## config.mk

```make
export PLATFORM = sky130hd
export DESIGN_NAME = rst_release_seq
export DESIGN_NICKNAME = d
export VERILOG_FILES = /design/src/rtl/rst_release_seq.sv
export SDC_FILE = /design/constraint.sdc
export NUM_CORES = 1
export LEC_CHECK = 0
export BUFFER_PORTS_ARGS = -buffer_cell sky130_fd_sc_hd__buf_2
export CAP_MARGIN = 25
export CORE_MARGIN = 2
export CORE_UTILIZATION = 51
export DETAILED_ROUTE_END_ITERATION = 7
export PLACE_DENSITY = 0.82
export SYNTH_ARGS = -nofsm -noshare
export SYNTH_HDL_FRONTEND = slang
export SYNTH_SLANG_ARGS = --single-unit
```

## constraint.sdc

```tcl
create_clock -name clk_i -period 3.65 [get_ports clk_i]
set_clock_uncertainty 0.2 [all_clocks]
set_input_delay 0.5475 -clock clk_i [delete_from_list [all_inputs] [get_ports clk_i]]
set_output_delay 0.5475 -clock clk_i [all_outputs]
set_load 0.02 [all_outputs]
```

## src/rtl/rst_release_seq.sv

```systemverilog
// Staged reset-release sequencer: releases domain resets one at a time
// in index order, waits for each ack, then services software resets.
module rst_release_seq #(
  parameter int NUM_DOM     = 4,
  parameter int HOLD_CYCLES = 16,
  parameter int GAP_CYCLES  = 8,
  parameter int ACK_TIMEOUT = 255,
  parameter int CNT_W       = 8
) (
  input  logic               clk_i,
  input  logic               rst_i,
  input  logic               sys_rst_ni,
  input  logic [NUM_DOM-1:0] sw_rst_req_i,
  input  logic [NUM_DOM-1:0] dom_ack_i,
  output logic [NUM_DOM-1:0] dom_rst_no,
  output logic               busy_o,
  output logic               seq_done_o,
  output logic [NUM_DOM-1:0] timeout_o
);

  localparam int IDX_W = (NUM_DOM > 1) ? $clog2(NUM_DOM) : 1;

  localparam logic [CNT_W-1:0] HOLD_LAST =
    CNT_W'(HOLD_CYCLES - 1);
  localparam logic [CNT_W-1:0] GAP_LAST =
    CNT_W'((GAP_CYCLES == 0) ? 0 : GAP_CYCLES - 1);
  localparam logic [CNT_W-1:0] ACK_LAST =
    CNT_W'(ACK_TIMEOUT - 1);
  localparam logic [IDX_W-1:0] LAST_IDX =
    IDX_W'(NUM_DOM - 1);

  typedef enum logic [2:0] {
    S_HOLD,
    S_RELEASE,
    S_WAIT_ACK,
    S_GAP,
    S_DONE,
    S_SW_HOLD,
    S_SW_WAIT
  } state_t;

  state_t             r_state;
  logic [CNT_W-1:0]   r_cnt;
  logic [IDX_W-1:0]   r_idx;
  logic [NUM_DOM-1:0] r_dom;
  logic [NUM_DOM-1:0] r_to;
  logic               r_busy;
  logic               r_done;

  state_t             w_state_nxt;
  logic [CNT_W-1:0]   w_cnt_nxt;
  logic [IDX_W-1:0]   w_idx_nxt;
  logic [NUM_DOM-1:0] w_dom_nxt;
  logic [NUM_DOM-1:0] w_to_nxt;
  logic [NUM_DOM-1:0] w_sel;
  logic               w_ack;
  logic [IDX_W-1:0]   w_low;

  assign w_sel = NUM_DOM'(1) << r_idx;
  assign w_ack = |(dom_ack_i & w_sel);

  // Lowest set software request index.
  always_comb begin
    w_low = '0;
    for (int i = NUM_DOM - 1; i >= 0; i--) begin
      if (sw_rst_req_i[i]) w_low = IDX_W'(i);
    end
  end

  // Next-state, counter, index and output-register updates.
  always_comb begin
    w_state_nxt = r_state;
    w_cnt_nxt   = r_cnt;
    w_idx_nxt   = r_idx;
    w_dom_nxt   = r_dom;
    w_to_nxt    = r_to;
    unique case (r_state)
      S_HOLD: begin
        w_cnt_nxt = r_cnt + CNT_W'(1);
        if (r_cnt == HOLD_LAST) begin
          w_state_nxt = S_RELEASE;
          w_idx_nxt   = '0;
          w_cnt_nxt   = '0;
        end
      end
      S_RELEASE: begin
        w_dom_nxt   = r_dom | w_sel;
        w_state_nxt = S_WAIT_ACK;
        w_cnt_nxt   = '0;
      end
      S_WAIT_ACK, S_SW_WAIT: begin
        w_cnt_nxt = r_cnt + CNT_W'(1);
        if (w_ack || r_cnt == ACK_LAST) begin
          if (!w_ack) w_to_nxt = r_to | w_sel;
          w_cnt_nxt   = '0;
          w_state_nxt = (r_state == S_WAIT_ACK) ?
                        S_GAP : S_DONE;
        end
      end
      S_GAP: begin
        w_cnt_nxt = r_cnt + CNT_W'(1);
        if (r_cnt == GAP_LAST) begin
          w_cnt_nxt = '0;
          if (r_idx == LAST_IDX) begin
            w_state_nxt = S_DONE;
          end else begin
            w_idx_nxt   = r_idx + IDX_W'(1);
            w_state_nxt = S_RELEASE;
          end
        end
      end
      S_DONE: begin
        if (|sw_rst_req_i) begin
          w_idx_nxt   = w_low;
          w_dom_nxt   = r_dom & ~(NUM_DOM'(1) << w_low);
          w_cnt_nxt   = '0;
          w_state_nxt = S_SW_HOLD;
        end
      end
      S_SW_HOLD: begin
        w_cnt_nxt = r_cnt + CNT_W'(1);
        if (r_cnt == HOLD_LAST) begin
          w_dom_nxt   = r_dom | w_sel;
          w_cnt_nxt   = '0;
          w_state_nxt = S_SW_WAIT;
        end
      end
      default: begin
        w_state_nxt = S_HOLD;
        w_cnt_nxt   = '0;
      end
    endcase
    // System reset abandons everything except timeout history.
    if (!sys_rst_ni) begin
      w_state_nxt = S_HOLD;
      w_cnt_nxt   = '0;
      w_idx_nxt   = '0;
      w_dom_nxt   = '0;
      w_to_nxt    = r_to;
    end
  end

  // State and output registers with synchronous block reset.
  always_ff @(posedge clk_i) begin
    if (rst_i) begin
      r_state <= S_HOLD;
      r_cnt   <= '0;
      r_idx   <= '0;
      r_dom   <= '0;
      r_to    <= '0;
      r_busy  <= 1'b1;
      r_done  <= 1'b0;
    end else begin
      r_state <= w_state_nxt;
      r_cnt   <= w_cnt_nxt;
      r_idx   <= w_idx_nxt;
      r_dom   <= w_dom_nxt;
      r_to    <= w_to_nxt;
      r_busy  <= (w_state_nxt != S_DONE);
      r_done  <= (w_state_nxt == S_DONE);
    end
  end

  assign dom_rst_no = r_dom;
  assign timeout_o  = r_to;
  assign busy_o     = r_busy;
  assign seq_done_o = r_done;

endmodule

```

==> run summary <==
The run finished with clean final reports. The area taken by flip-flops and latches came out at about 460 um2. The terminus of the critical flop-to-flop path is r_cnt[0]$_SDFFE_PP0P_. 21 I/O pins were placed. The number of enable-type register cells in the synthesized netlist came out at 0. For this run, the leading register cell type out of synthesis is sky130_fd_sc_hd__dfxtp_1. Entering global routing, the biggest net connects 19 pins. In the final layout, the share of cells above drive strength 1 is 0.202. The critical path required time is roughly 3.7 ns.

The sequential fraction of the synthesis area came out at 0.332. The power density over the cells is 266 mW/mm2. Following the worst setup path forward leads to its endpoint at r_cnt[0]$_SDFFE_PP0P_. The residual antenna-violating net count after detailed routing came out at 0. After floorplanning, the core was divided into 18 placement rows. The post-layout utilization of the core came out at 0.599.

At the later pin of the worst-skew pair, clock insertion delay measures 0.33 ns. In this run the number of H-tree levels came out at 1. The synthesis-to-finish area growth is 9.12%. In the layout the commonest cells are 23 x sky130_fd_sc_hd__dfxtp_1, 20 x sky130_fd_sc_hd__buf_2, 8 x sky130_fd_sc_hd__nor4_1, 8 x sky130_fd_sc_hd__a41oi_1.

The global-route wire length before repair came out at 5.54 mm. TritonCTS built the clock tree. The length of the first detailed-routing pass in iterations came out at 4. The slew at the pin closest to its max-slew limit came out at about 0.62 ns. After clock tree synthesis, the repair step resized 0 gates. The number of diodes came out at 0. The aggregate global routing overflow is 0. The number of sinks driven by the clock tree is 23. The number of antenna violations at the first check in global routing came out at 0. The path class of the tightest hold or removal check is in2reg.

The tool flagged a number of max-cap violations equal to 0. The register-to-register path setup slack came out at 1.43 ns. The wire length reported by the detailed router came out at 3.40 mm.

The multi-input gate area in the final layout came out at 855 um2. The leakage power of the design came out at approximately 0.54 nW. The depth of the worst register-to-register path came out at 6. The clock period minus worst slack is 2.22 ns. The clock tree buffer depth is 2. The core box area is 0.00252 mm2. Setup repair after global routing left no endpoint under its margin. The number of port buffers came out at 20.

The arrival time at the worst endpoint came out at 2.25 ns. After the flow finishes, the layout carries non-filler instances totaling 198. Buffers inserted to repair hold after CTS numbered 0. The initial DRC count is 49. The count of synthesis-stage warnings from yosys came out at 0. The initial utilization of the core area, before any placement, comes to 0.549. The worst-case headroom to the max-slew limit is 0.587. The final worst hold slack came out at 0.243 ns. Setup violations remaining at the end of the flow were counted as 0. The category of the worst setup path launch point is a flip-flop. The via count came out at ~1,300.

Clock tree synthesis selected as its root buffer the cell sky130_fd_sc_hd__clkbuf_4. The total power after layout came out at 0.402 mW. STA classifies the critical path endpoint as a flip-flop. The startpoint identified for the worst register-to-register timing path is r_idx[1]$_SDFFE_PP0P_.

Leaving out fill and tap cells, the most frequent cell in the layout is sky130_fd_sc_hd__dfxtp_1. The final-stage net count came out at 186. The routed via count divided by cell count came out at roughly 6.6.

The final non-filler cell area came out at 0.00151 mm2. The hold violation total from the final report came out at 0. The filler cells instantiated in the layout total 235.

The synthesized netlist contains 49 unique library cells. Along the worst path, the maximum fanout reaches 8. The number of instances in the synthesized netlist is between 150 and 200. The peak supply drop is between 0.2 and 0.25 mV. The HPWL after detailed placement is roughly 2.5 mm. The total placed instance area came out at 0.00148 mm2. The start point of the worst hold path is rst_i. The synthesized design contains 23 register bits. The source of the critical timing path is r_idx[1]$_SDFFE_PP0P_. The width of the die is about 56 um. The buffers inserted during post-CTS setup optimization came out at 0. The synthesized area is between 0.001 and 0.0015 mm2. The count of placed standard cells including taps came out at 194. The final sum of negative setup slack came out at 0 ns.

The global-route usage over all layers came out at 0.224. The area enclosed by the die boundary is 0.00315 mm2. The setup slack of the critical path after layout is 1.43 ns. The vertical die dimension is 56.1 um. TritonCTS created 3 clock buffers.

In the routed design, unresolved DRC markers number 0. OpenSTA, run right after detailed placement, puts the worst setup slack at approximately 1.5 ns. The number of max-slew violations in the final report came out at 0. The timing-limited maximum frequency came out at 0.451 GHz. The via count of the first global-routing pass is 1,219. The per-instance average area after synthesis is between 9 and 10 um2.

The routed length per placed instance came out at 17.2 um. The final weighted congestion in routability-driven placement came out at ~0.92. The clock-pin transition on the worst setup and hold timing paths is 0.13 ns. Counting every net in the synthesized netlist gives 169.

Of the available clock period, the critical path in the final layout requires 0.608. The startpoint-to-endpoint class of the critical path is reg2reg. The fraction of synthesis flops using an asynchronous set or reset pin is 0.
[critical path, cell delays in order (launching register included)]
cell and delay, ns:
sky130_fd_sc_hd__dfxtp_1 0.40, sky130_fd_sc_hd__inv_1 0.08, sky130_fd_sc_hd__ha_1 0.23, sky130_fd_sc_hd__a222oi_1 0.32, sky130_fd_sc_hd__and2_1 0.36, sky130_fd_sc_hd__a211oi_2 0.20
sky130_fd_sc_hd__nor4_1 0.33
[flip-flops by register name, indices dropped and copies added, names as in the netlist]
register and cells:
busy_o 1, dom_rst_no 4, r_idx 2, timeout_o 4, seq_done_o 1, r_state 3, r_cnt 8
[synth_stat cells, types with 3 or more instances]
| cell type | count | area [um2] |
|---|---|---|
| sky130_fd_sc_hd__buf_2 | 4 | 20.0 |
| sky130_fd_sc_hd__a211o_1 | 3 | 26.3 |
| sky130_fd_sc_hd__nand2_1 | 5 | 18.8 |
| sky130_fd_sc_hd__nor2_1 | 7 | 26.3 |
| sky130_fd_sc_hd__a41oi_1 | 8 | 70.1 |
| sky130_fd_sc_hd__inv_1 | 7 | 26.3 |
| sky130_fd_sc_hd__nand3_1 | 5 | 25.0 |
| sky130_fd_sc_hd__dfxtp_1 | 23 | 460 |
| sky130_fd_sc_hd__ha_1 | 6 | 75.1 |
| sky130_fd_sc_hd__nor4_1 | 8 | 50.1 |
| sky130_fd_sc_hd__xor2_1 | 4 | 35.0 |
| sky130_fd_sc_hd__a211oi_1 | 7 | 52.6 |
| sky130_fd_sc_hd__clkbuf_1 | 3 | 11.3 |
| sky130_fd_sc_hd__xnor2_1 | 3 | 26.3 |
| sky130_fd_sc_hd__nor3_1 | 6 | 30.0 |
| sky130_fd_sc_hd__nor2b_1 | 4 | 25.0 |
| sky130_fd_sc_hd__nand4_1 | 4 | 25.0 |
| sky130_fd_sc_hd__o2111ai_1 | 3 | 26.3 |
| sky130_fd_sc_hd__a21oi_1 | 6 | 30.0 |
[worst min-delay path by stage]
stage,endpoint,depth (start not counted),slack (ns)
3_5_place_dp,timeout_o[2]$_SDFFE_PP0P_,2,0.27
5_1_grt,timeout_o[0]$_SDFFE_PP0P_,2,0.25
6_report,timeout_o[0]$_SDFFE_PP0P_,2,0.24
2_1_floorplan,r_idx[1]$_SDFFE_PP0P_,2,0.27
3_3_place_gp,timeout_o[1]$_SDFFE_PP0P_,2,0.25
4_1_cts,timeout_o[0]$_SDFFE_PP0P_,2,0.23
[power by group]
group / switching [mW] / internal, mW / total (mW)
combinational: 0.0147 / 0.00845 / 0.0232
sequential: 0.00139 / 0.252 / 0.254
clock: 0.0844 / 0.0412 / 0.126
total: 0.101 / 0.302 / 0.402
[layer usage]
| metal | track usage | part of all wire | wire, um |
|---|---|---|---|
| met5 | 0 | 0 | 0 |
| met4 | 0.133 | 0.029 | 98 |
| met3 | 0.0279 | 0.060 | 204 |
| met1 | 0.283 | 0.43 | 1460 |
| met2 | 0.363 | 0.48 | 1640 |
[cell families (layout without fill, tap and decap cells)]
| group | after synthesis | count (layout) | share of synthesized area |
|---|---|---|---|
| flops | 23 | 23 | 0.332 |
| xor+xnor | 7 | 7 | 0.0443 |
| simple gates | 56 | 56 | 0.262 |
| buf+inv | 16 | 32 | 0.0506 |
| fa+ha+maj | 6 | 6 | 0.0542 |
| compound gates | 44 | 44 | 0.257 |
[final cells by class]
class                           count  area share
Tap cell                           30      0.0248
Clock inverter                      1     0.00331
Clock buffer                        3      0.0149
Timing Repair Buffer               20      0.0662
Multi-Input combinational cell    113       0.565
Sequential cell                    23       0.305
Inverter                            8      0.0207
Note: power is estimated with default switching activity, not from simulation.
